$ cat src/rtl/watch_set_ctrl.sv
// watch_set_ctrl
//   Set-mode controller for a 32.768 kHz wristwatch. Two debounced buttons
//   (mode, inc) step through RUN -> SET_H -> SET_M -> RUN, issue +1 hour /
//   +1 minute pulses with long-press auto-repeat, time out back to RUN after
//   an idle period, and blink the digits being edited.
//
// Ports
//   clk_crystal_i  in   crystal clock, all state on rising edge
//   rstn_i         in   async active-low reset
//   bt_mode_i      in   mode button level (1 = pressed)
//   bt_inc_i       in   increment button level (1 = pressed)
//   mode_o         out  2'b00 RUN, 2'b01 SET_H, 2'b10 SET_M
//   run_en_o       out  seconds-divider enable (RUN only)
//   plus_1h_o      out  one-cycle +1 hour pulse
//   plus_1m_o      out  one-cycle +1 minute pulse
//   clr_sec_o      out  one-cycle seconds-divider clear (leaving SET_M by button)
//   blank_h_o      out  blank hour digits
//   blank_m_o      out  blank minute digits
module watch_set_ctrl #(
  parameter int unsigned LONG_PRESS = 32768,
  parameter int unsigned REPEAT     = 8192,
  parameter int unsigned TIMEOUT    = 983040,
  parameter int unsigned BLINK_HALF = 16384
) (
  input  logic       clk_crystal_i,
  input  logic       rstn_i,
  input  logic       bt_mode_i,
  input  logic       bt_inc_i,
  output logic [1:0] mode_o,
  output logic       run_en_o,
  output logic       plus_1h_o,
  output logic       plus_1m_o,
  output logic       clr_sec_o,
  output logic       blank_h_o,
  output logic       blank_m_o
);

  localparam int CW = 20;
  localparam logic [CW-1:0] LP_C = CW'(LONG_PRESS);
  localparam logic [CW-1:0] RP_C = CW'(REPEAT);
  localparam logic [CW-1:0] TO_C = CW'(TIMEOUT);
  localparam logic [CW-1:0] BH_C = CW'(BLINK_HALF);

  typedef enum logic [1:0] {
    S_RUN   = 2'b00,
    S_SET_H = 2'b01,
    S_SET_M = 2'b10
  } state_t;

  state_t        r_state;
  logic          r_started;   // low for the first cycle after reset
  logic          r_mode_prev;
  logic          r_inc_prev;
  logic [CW-1:0] r_hold;      // cycles inc held since its edge, stops at LONG_PRESS
  logic [CW-1:0] r_rep;       // 0 = not repeating, else 1..REPEAT
  logic [CW-1:0] r_idle;
  logic [CW-1:0] r_blink;
  logic          r_phase;
  logic          r_run_en;
  logic          r_plus_1h;
  logic          r_plus_1m;
  logic          r_clr_sec;
  logic          r_blank_h;
  logic          r_blank_m;

  logic   w_mode_edge;
  logic   w_inc_edge;
  logic   w_in_set;
  logic   w_timeout;
  logic   w_fire_rpt;
  logic   w_fire;
  logic   w_state_chg;
  state_t w_next;

  // The first cycle after reset only samples the button levels, so a button
  // held through reset release never looks like a fresh press.
  assign w_mode_edge = r_started & bt_mode_i & ~r_mode_prev;
  assign w_inc_edge  = r_started & bt_inc_i  & ~r_inc_prev;
  assign w_in_set    = (r_state != S_RUN);
  assign w_timeout   = w_in_set & (r_idle == TO_C);

  // Repeat fires once when the hold count first reaches LONG_PRESS (r_rep
  // still 0), then each time r_rep cycles round to REPEAT.
  assign w_fire_rpt  = w_in_set & bt_inc_i & ~w_mode_edge &
                       (((r_hold == LP_C) && (r_rep == '0)) || (r_rep == RP_C));
  // A mode edge always wins over any increment in the same cycle.
  assign w_fire      = w_in_set & ~w_mode_edge & (w_inc_edge | w_fire_rpt);

  always_comb begin
    w_next = r_state;
    if (w_mode_edge) begin
      case (r_state)
        S_RUN:   w_next = S_SET_H;
        S_SET_H: w_next = S_SET_M;
        default: w_next = S_RUN;
      endcase
    end else if (w_timeout) begin
      w_next = S_RUN;
    end
  end

  assign w_state_chg = (w_next != r_state);

  always_ff @(posedge clk_crystal_i or negedge rstn_i) begin
    if (!rstn_i) begin
      r_state     <= S_RUN;
      r_started   <= 1'b0;
      r_mode_prev <= 1'b0;
      r_inc_prev  <= 1'b0;
      r_hold      <= '0;
      r_rep       <= '0;
      r_idle      <= '0;
      r_blink     <= '0;
      r_phase     <= 1'b0;
      r_run_en    <= 1'b1;
      r_plus_1h   <= 1'b0;
      r_plus_1m   <= 1'b0;
      r_clr_sec   <= 1'b0;
      r_blank_h   <= 1'b0;
      r_blank_m   <= 1'b0;
    end else begin
      r_started   <= 1'b1;
      r_mode_prev <= bt_mode_i;
      r_inc_prev  <= bt_inc_i;

      r_state     <= w_next;
      r_run_en    <= (w_next == S_RUN);
      // Only a button-driven exit from SET_M restarts the seconds; a timeout
      // exit does not.
      r_clr_sec   <= w_mode_edge & (r_state == S_SET_M);
      r_plus_1h   <= w_fire & (r_state == S_SET_H);
      r_plus_1m   <= w_fire & (r_state == S_SET_M);
      r_blank_h   <= (r_state == S_SET_H) & r_phase & ~bt_inc_i;
      r_blank_m   <= (r_state == S_SET_M) & r_phase & ~bt_inc_i;

      // Hold / repeat. Counting only starts from an inc edge (r_hold=1), so a
      // button still held across a state change stays inert until re-pressed.
      if (w_state_chg || !w_in_set || !bt_inc_i) begin
        r_hold <= '0;
        r_rep  <= '0;
      end else if (w_inc_edge) begin
        r_hold <= {{(CW-1){1'b0}}, 1'b1};
        r_rep  <= '0;
      end else if (r_hold != '0) begin
        if (r_hold < LP_C) r_hold <= r_hold + 1'b1;
        if (w_fire_rpt)
          r_rep <= {{(CW-1){1'b0}}, 1'b1};
        else if ((r_rep != '0) && (r_rep < RP_C))
          r_rep <= r_rep + 1'b1;
      end

      // Idle counter saturates at TIMEOUT; reaching it forces the state back
      // to RUN, which clears it again.
      if (w_state_chg || !w_in_set || w_mode_edge || w_inc_edge || bt_inc_i)
        r_idle <= '0;
      else if (r_idle < TO_C)
        r_idle <= r_idle + 1'b1;

      if (r_blink >= (BH_C - 1'b1)) begin
        r_blink <= '0;
        r_phase <= ~r_phase;
      end else begin
        r_blink <= r_blink + 1'b1;
      end
    end
  end

  assign mode_o    = r_state;
  assign run_en_o  = r_run_en;
  assign plus_1h_o = r_plus_1h;
  assign plus_1m_o = r_plus_1m;
  assign clr_sec_o = r_clr_sec;
  assign blank_h_o = r_blank_h;
  assign blank_m_o = r_blank_m;

endmodule
$ cat config.mk
export PLATFORM = sky130hd
export DESIGN_NAME = watch_set_ctrl
export DESIGN_NICKNAME = d
export VERILOG_FILES = /design/src/rtl/watch_set_ctrl.sv
export SDC_FILE = /design/constraint.sdc
export NUM_CORES = 1
export LEC_CHECK = 0
export CAP_MARGIN = 20
export CORE_ASPECT_RATIO = 1.2
export CORE_MARGIN = 2
export CORE_UTILIZATION = 58
export DETAILED_ROUTE_END_ITERATION = 8
export PLACE_DENSITY = 0.75
export SETUP_SLACK_MARGIN = 0.1
export SLEW_MARGIN = 30
export SYNTH_ARGS = -nofsm -noshare
export SYNTH_HDL_FRONTEND = slang
export SYNTH_SLANG_ARGS = --single-unit
$ cat constraint.sdc
create_clock -name clk_crystal_i -period 2.5 [get_ports clk_crystal_i]
set_input_delay 0.5 -clock clk_crystal_i [delete_from_list [all_inputs] [get_ports clk_crystal_i]]
set_output_delay 0.5 -clock clk_crystal_i [all_outputs]
set_load 0.02 [all_outputs]
==> results of run 1 <==
==> per-layer routing <==
| layer | routed length [um] | part of all wire [%] | GRT usage, % | vias to the layer above |
|---|---|---|---|---|
| li1 | - | - | - | 1615 |
| met1 | 3940 | 46 | 29.2 | 1670 |
| met2 | 4280 | 49 | 36.9 | 64 |
| met3 | 292 | 3.4 | 4.52 | 10 |
| met4 | 131 | 1.5 | 7.82 | 0 |
| met5 | 0 | 0 | 0 | - |
==> worst paths after layout <==
kind	to
min in group clk_crystal_i	r_phase$_DFFE_PN0N_
hold reg to reg	r_phase$_DFFE_PN0N_
hold / removal	r_mode_prev$_DFF_PN0_
setup reg to reg	r_hold[14]$_DFFE_PN0P_
max in group asynchronous	blank_m_o$_DFF_PN0_
setup / recovery	r_hold[14]$_DFFE_PN0P_
==> cells by family after synthesis <==
| logic type | Yosys count | share of synthesized area, % |
|---|---|---|
| simple gates | 198 | 23.7 |
| flops | 92 | 51.7 |
| compound gates | 66 | 11.2 |
| xor+xnor | 38 | 7.47 |
| buf+inv | 35 | 3.31 |
| fa+ha+maj | 7 | 1.97 |
| other cells | 2 | 0.169 |
| mux | 2 | 0.449 |
==> repair_timing <==
action,in CTS,in global routing
hold buffers,0,0
endpoints found under the setup margin,0,9
resized for setup,0,1
endpoints found under the hold margin,0,0
==> cells in the mapped netlist, drive strengths merged, types with 3 or more instances <==
library cell  number  area share [%]
nor2              66             5.6
buf                8             1.0
o2bb2ai            3            0.59
a311oi            13             2.7
ha                 7             2.0
or2                3            0.42
xnor2             20             3.9
and4               6             1.2
a21oi              8            0.90
a31oi             11             1.5
nor3              11             1.3
inv               20             1.7
o21ai              4            0.53
a21boi             3            0.51
or3                4            0.56
o21bai             9             1.5
clkbuf             7            0.62
nand4             21             2.9
a211oi             3            0.62
xor2              18             3.5
dfrtp             91              51
nand3             18             2.1
nand2b             6            0.84
and2               6            0.84
nor4              12             2.1
nand2             18             1.5
and3              17             2.4
o31ai              3            0.51
==> report_power, final <==
part | switching [W] | internal [W] | total [W]
Sequential | 0.0000415 | 0.00154 | 0.00158
Clock | 0.000506 | 0.000386 | 0.000892
Combinational | 0.000240 | 0.000136 | 0.000376
Total | 0.000787 | 0.00207 | 0.00285
==> sequential cells by signal, summed over array words and instances (netlist names) <==
name,count
blank_h_o,1
blank_m_o,1
clr_sec_o,1
mode_o,2
plus_1h_o,1
plus_1m_o,1
r_blink,20
r_hold,20
r_idle,20
r_inc_prev,1
r_mode_prev,1
r_phase,1
r_rep,20
r_started,1
run_en_o,1
==> final cells by class <==
class	count	area [um^2]	area share (%)
Clock buffer	12	145	2.96
Clock inverter	4	25.0	0.510
Inverter	20	75.1	1.53
Multi-Input combinational cell	318	2030	41.4
Sequential cell	92	2300	46.9
Tap cell	92	115	2.35
Timing Repair Buffer	23	210	4.28
==> worst reg2reg max path, stage by stage, from the launching register on <==
cell and delay [ps]:
dfrtp_1 390, nor4_2 510, nor2b_1 250, buf_4 240, nand3_1 200, or4_1 440
a21oi_1 150
==> through the flow <==
stage	util (%)	hold WS (ps)
floorplan	-	204
global placement	62.4	469
detailed placement	62.4	469
CTS	64.6	204
global route	64.8	243
finish	64.8	191
==> results.yml, run 1 <==
run_status:
  status: "finished clean"
floorplanning:
  start_util_pct: 58.8
  coreArea_mm2: 0.00758
  die_area_mm2: 0.00840
  die_span_in_y_um: 100
  die_width_um: 84.0
  i_o_pin_count: 12
  num_rows: 35
clock_network:
  cts_buffers: 9
  clock_tree.buffer_depth: 2
  path_clk_slew_ps: 90
  root_buffer: "clkbuf_8"
  worst_skew_pair.late_latency_ps: 350
  cts_setup_buffers: 0
  clock_tree_from_tritoncts: "done"
  clock_sinks: 92
  cts.htree.levels: 3
timing:
  drv_slew: 0
  timing.setup.tns_ps: 0
  final_period_minus_worst_setup_slack_ps: 2260
  finalSetupViolations: 0
  timing.final.ws_setup_ps: 241
  finalCritPeriodShare_pct: 90.3
  timing.clock.skew_ps: 9.78
  hold_viol: 0
  max-slew-margin-rel_pct: 53.0
  worst_slew_pin_slew_ps: 705
  grt_setup_unrepaired: "true"
  max_freq_ghz: 0.443
final_layout:
  final_cells: 561
  antenna_cells_inserted: 0
  layout.cell_area.non_filler_mm2: 0.00491
  syn_to_final_growth_pct: 10.2
  final_cell_mix: "91 x dfrtp_1, 66 x nor2_1, 21 x nand4_1"
  drive_above_1_share_pct: 8.32
  fin_nets: 475
  layout.cells.most_common: "dfrtp_1"
  n_fill_cell: 595
drt:
  drt-vias-per-instance: 5.99
  detail_route.wl_per_cell_um: 15.4
  drt_first_iter_violations: 125
  totalWireLength_mm: 8.64
  vias: 3359
  first_pass_iters: 5
  postRouteAntennaNets: 0
  number_of_drc_violations_after_detailed_routing: 0
setup_path:
  crit_required_ps: 2780
  cp-startpoint: "r_hold[17]$_DFFE_PN0P_"
  reg2regPathDepth: 6
  bufs_and_invs_on_worst_path: 1
  setup.worst_path.class: "reg -> reg"
  end_kind: "flip-flop"
  critPathLaunchType: "flip-flop"
  timing.rr.start: "r_hold[17]$_DFFE_PN0P_"
  crit_path_arrival_time_ps: 2530
  reg2reg_slack_ps: 240
  crit_slowest_cell: "nor4_2"
  path_cells: "nor4_2 > nor2b_1 > buf_4 > nand3_1 > or4_1 > a21oi_1"
  worstSetupPathDepth: 6
  cpPeakStageDelay_ps: 510
  worst_path_dominant_cell_family: "simple AND/OR/NAND/NOR gates"
  cp_max_fo: 15
place:
  detailedPlace.worstSlack_ps: 212
  dpl.cell_count: 545
  dp_hpwl_mm: 5.87
  io_buffers: 11
  dpl_cell_area_mm2: 0.00473
  gp_routability_congestion: 0.804
global_routing:
  vias_in_the_first_global_route: 3278
  maximum_number_of_pins_on_one_net_before_global_route_repair: 59
  grt_remaining_overflow: 0
  initial_antenna_violation_count: 0
  grt.total_usage_pct: 22.2
  grt_pass1_wl_mm: 15.1
yosys:
  yosys_register_bits: 92
  yosysWarningCount: 0
  share_of_synthesized_registers_carrying_an_async_set_or_reset_pct: 100
  synth_enable_flop_cells: 0
  yosys.cell_types.count: 55
  syn-instance-count: 440
  synth_area_per_cell_um2: 10.1
  synth.cell_area_mm2: 0.00446
  ys_seq_area_share_pct: 51.7
  yosys_most_used_dff: "dfrtp_1"
pwr:
  total_power_w: 0.00285
  power.leakage_nw: 2.04
  ir_drop_worst_vdd_mv: 0.352
  power_per_cell_area_mw_per_mm2: 581
job:
  drv.max_cap_violation_count: 0
hold_path:
  min_path_type: "in -> async"
Power figures use the tool's default switching activity.
==> inputs of run 2 (changes only) <==
--- a/config.mk
+++ b/config.mk
@@ -10,6 +10,7 @@
 export CORE_MARGIN = 2
 export CORE_UTILIZATION = 58
 export DETAILED_ROUTE_END_ITERATION = 8
+export GPL_TIMING_DRIVEN = 0
 export PLACE_DENSITY = 0.75
 export SETUP_SLACK_MARGIN = 0.1
 export SLEW_MARGIN = 30
==> results.yml, run 2 (same netlist as run 1, synthesis figures left out) <==
timing:
  drv_slew: 0
  finalCritPeriodShare_pct: 88.1
  max_freq_ghz: 0.454
  hold_viol: 0
  finalSetupViolations: 0
  timing.final.ws_setup_ps: 298
  timing.setup.tns_ps: 0
  grt_setup_unrepaired: "false"
  timing.clock.skew_ps: 14.4
  final_period_minus_worst_setup_slack_ps: 2200
pwr:
  total_power_w: 0.00298
  power.leakage_nw: 2.05
  power_per_cell_area_mw_per_mm2: 602
  ir_drop_worst_vdd_mv: 0.395
final_layout:
  antenna_cells_inserted: 0
  layout.cell_area.non_filler_mm2: 0.00495
  layout.cells.most_common: "dfrtp_1"
  syn_to_final_growth_pct: 11.1
  final_cell_mix: "91 x dfrtp_1, 66 x nor2_1, 21 x nand4_1"
  final_cells: 566
  fin_nets: 480
  drive_above_1_share_pct: 8.44
setup_path:
  path_cells: "inv_1 > ha_1 > nor4b_2 > nand3_2 > a221o_1 > or3_1 > o211a_1"
  reg2reg_slack_ps: 300
  cp-startpoint: "r_rep[0]$_DFFE_PN0P_"
  setup.worst_path.class: "reg -> reg"
  cpPeakStageDelay_ps: 480
  crit_path_arrival_time_ps: 2470
  critPathLaunchType: "flip-flop"
  cp_max_fo: 7
  reg2regPathDepth: 7
  critPathCapture: "r_rep[0]$_DFFE_PN0P_"
  crit_required_ps: 2770
  rr_endpoint: "r_rep[0]$_DFFE_PN0P_"
  end_kind: "flip-flop"
  crit_slowest_cell: "a221o_1"
  timing.rr.start: "r_rep[0]$_DFFE_PN0P_"
floorplanning:
  coreArea_mm2: 0.00758
  num_rows: 35
  i_o_pin_count: 12
  die_span_in_y_um: 100
  die_width_um: 84.0
  start_util_pct: 58.8
  die_area_mm2: 0.00840
clock_network:
  clock_tree.buffer_depth: 2
  root_buffer: "clkbuf_8"
  worst_skew_pair.late_latency_ps: 370
  cts_buffers: 9
  path_clk_slew_ps: 100
  clock_tree_from_tritoncts: "done"
  cts.htree.levels: 3
  clock_sinks: 92
  cts_setup_buffers: 0
place:
  dp_hpwl_mm: 5.90
  dpl_cell_area_mm2: 0.00473
  gp_routability_congestion: 0.836
  dpl.cell_count: 549
  detailedPlace.worstSlack_ps: 79.6
  io_buffers: 11
drt:
  drt-vias-per-instance: 5.90
  number_of_drc_violations_after_detailed_routing: 0
  totalWireLength_mm: 8.56
  first_pass_iters: 4
  vias: 3337
  detail_route.wl_per_cell_um: 15.1
  drt_first_iter_violations: 101
  postRouteAntennaNets: 0
hold_path:
  min_path_type: "reg -> reg"
global_routing:
  grt_pass1_wl_mm: 15.2
  vias_in_the_first_global_route: 3387
  maximum_number_of_pins_on_one_net_before_global_route_repair: 66
  initial_antenna_violation_count: 0
  grt_remaining_overflow: 0
  grt.total_usage_pct: 22.2
run_status:
  status: "finished clean"
job:
  drv.max_cap_violation_count: 0
==> run 2: power breakdown <==
group / internal, W / switching (W)
clock: 0.000472 / 0.000548
combinational: 0.000136 / 0.000243
sequential: 0.00154 / 0.0000406
==> run 2: what timing repair did <==
action | 4_1_cts | 5_1_grt
gates resized for setup | 0 | 5
setup endpoints to repair | 0 | 9
hold endpoints to repair | 22 | 0
hold buffers | 1 | 0
==> run 2: cell type report <==
| cell class | count | area (um^2) |
|---|---|---|
| inverter | 20 | 75.1 |
| timing repair buffer | 13 | 149 |
| buffer | 15 | 75.1 |
| sequential | 92 | 2300 |
| clock inverter | 6 | 71.3 |
| fill | 592 | 2630 |
| clock buffer | 10 | 128 |
| multi-input combinational | 318 | 2030 |
| tap | 92 | 115 |
==> run 2: critical path: cells and delay by family, from the launching register on <==
kind | cells | cell delay (ps)
adders and majority gates | 1 | 150
DFF | 1 | 410
buffers and inverters | 1 | 90
and+or+nand+nor | 3 | 760
AOI/OAI and AO/OA | 2 | 690
==> run 2: stage by stage <==
| stage | hold WS [ps] | utilization [%] |
|---|---|---|
| finish | 494 | 65.4 |
| global route | 527 | 65.4 |
| CTS | 497 | 65.2 |
| detailed placement | 389 | 62.4 |
| global placement | 482 | 62.0 |
| floorplan | 204 | - |
==> run 2: metal layers <==
layer	track usage [%]	part of all wire (%)	vias up
li1	-	-	1623
met1	27.8	46	1653
met2	37.7	50	46
met3	3.29	2.5	15
met4	11.2	2.2	0
met5	0	0	-
==> run 2: worst min-delay path by stage <==
stage,depth (start not counted),end,start
after global routing,1,r_blink[0]$_DFF_PN0_,r_blink[0]$_DFF_PN0_
final,1,r_phase$_DFFE_PN0N_,r_phase$_DFFE_PN0N_
after global placement,1,r_blink[0]$_DFF_PN0_,r_blink[0]$_DFF_PN0_
after CTS,1,r_blink[0]$_DFF_PN0_,r_blink[0]$_DFF_PN0_
after detailed placement,1,r_hold[7]$_DFFE_PN0P_,rstn_i
after floorplan,0,blank_h_o$_DFF_PN0_,rstn_i
==> inputs of run 3 (changes only) <==
--- a/config.mk
+++ b/config.mk
@@ -13,6 +13,7 @@
 export GPL_TIMING_DRIVEN = 0
 export PLACE_DENSITY = 0.75
 export SETUP_SLACK_MARGIN = 0.1
+export SKIP_CTS_REPAIR_TIMING = 1
 export SLEW_MARGIN = 30
 export SYNTH_ARGS = -nofsm -noshare
 export SYNTH_HDL_FRONTEND = slang
==> results of run 3 <==
Same layout as run 2: the final DEF is identical, and so are final timing and power.
Main changes from that run: wire length of the first global-routing pass 15200 um -> 15100 um; via count of the first global-routing pass 3387 -> 3375; overall routing resource usage 22.2% -> 22.1%; met2 usage 37.7% -> 37.6%
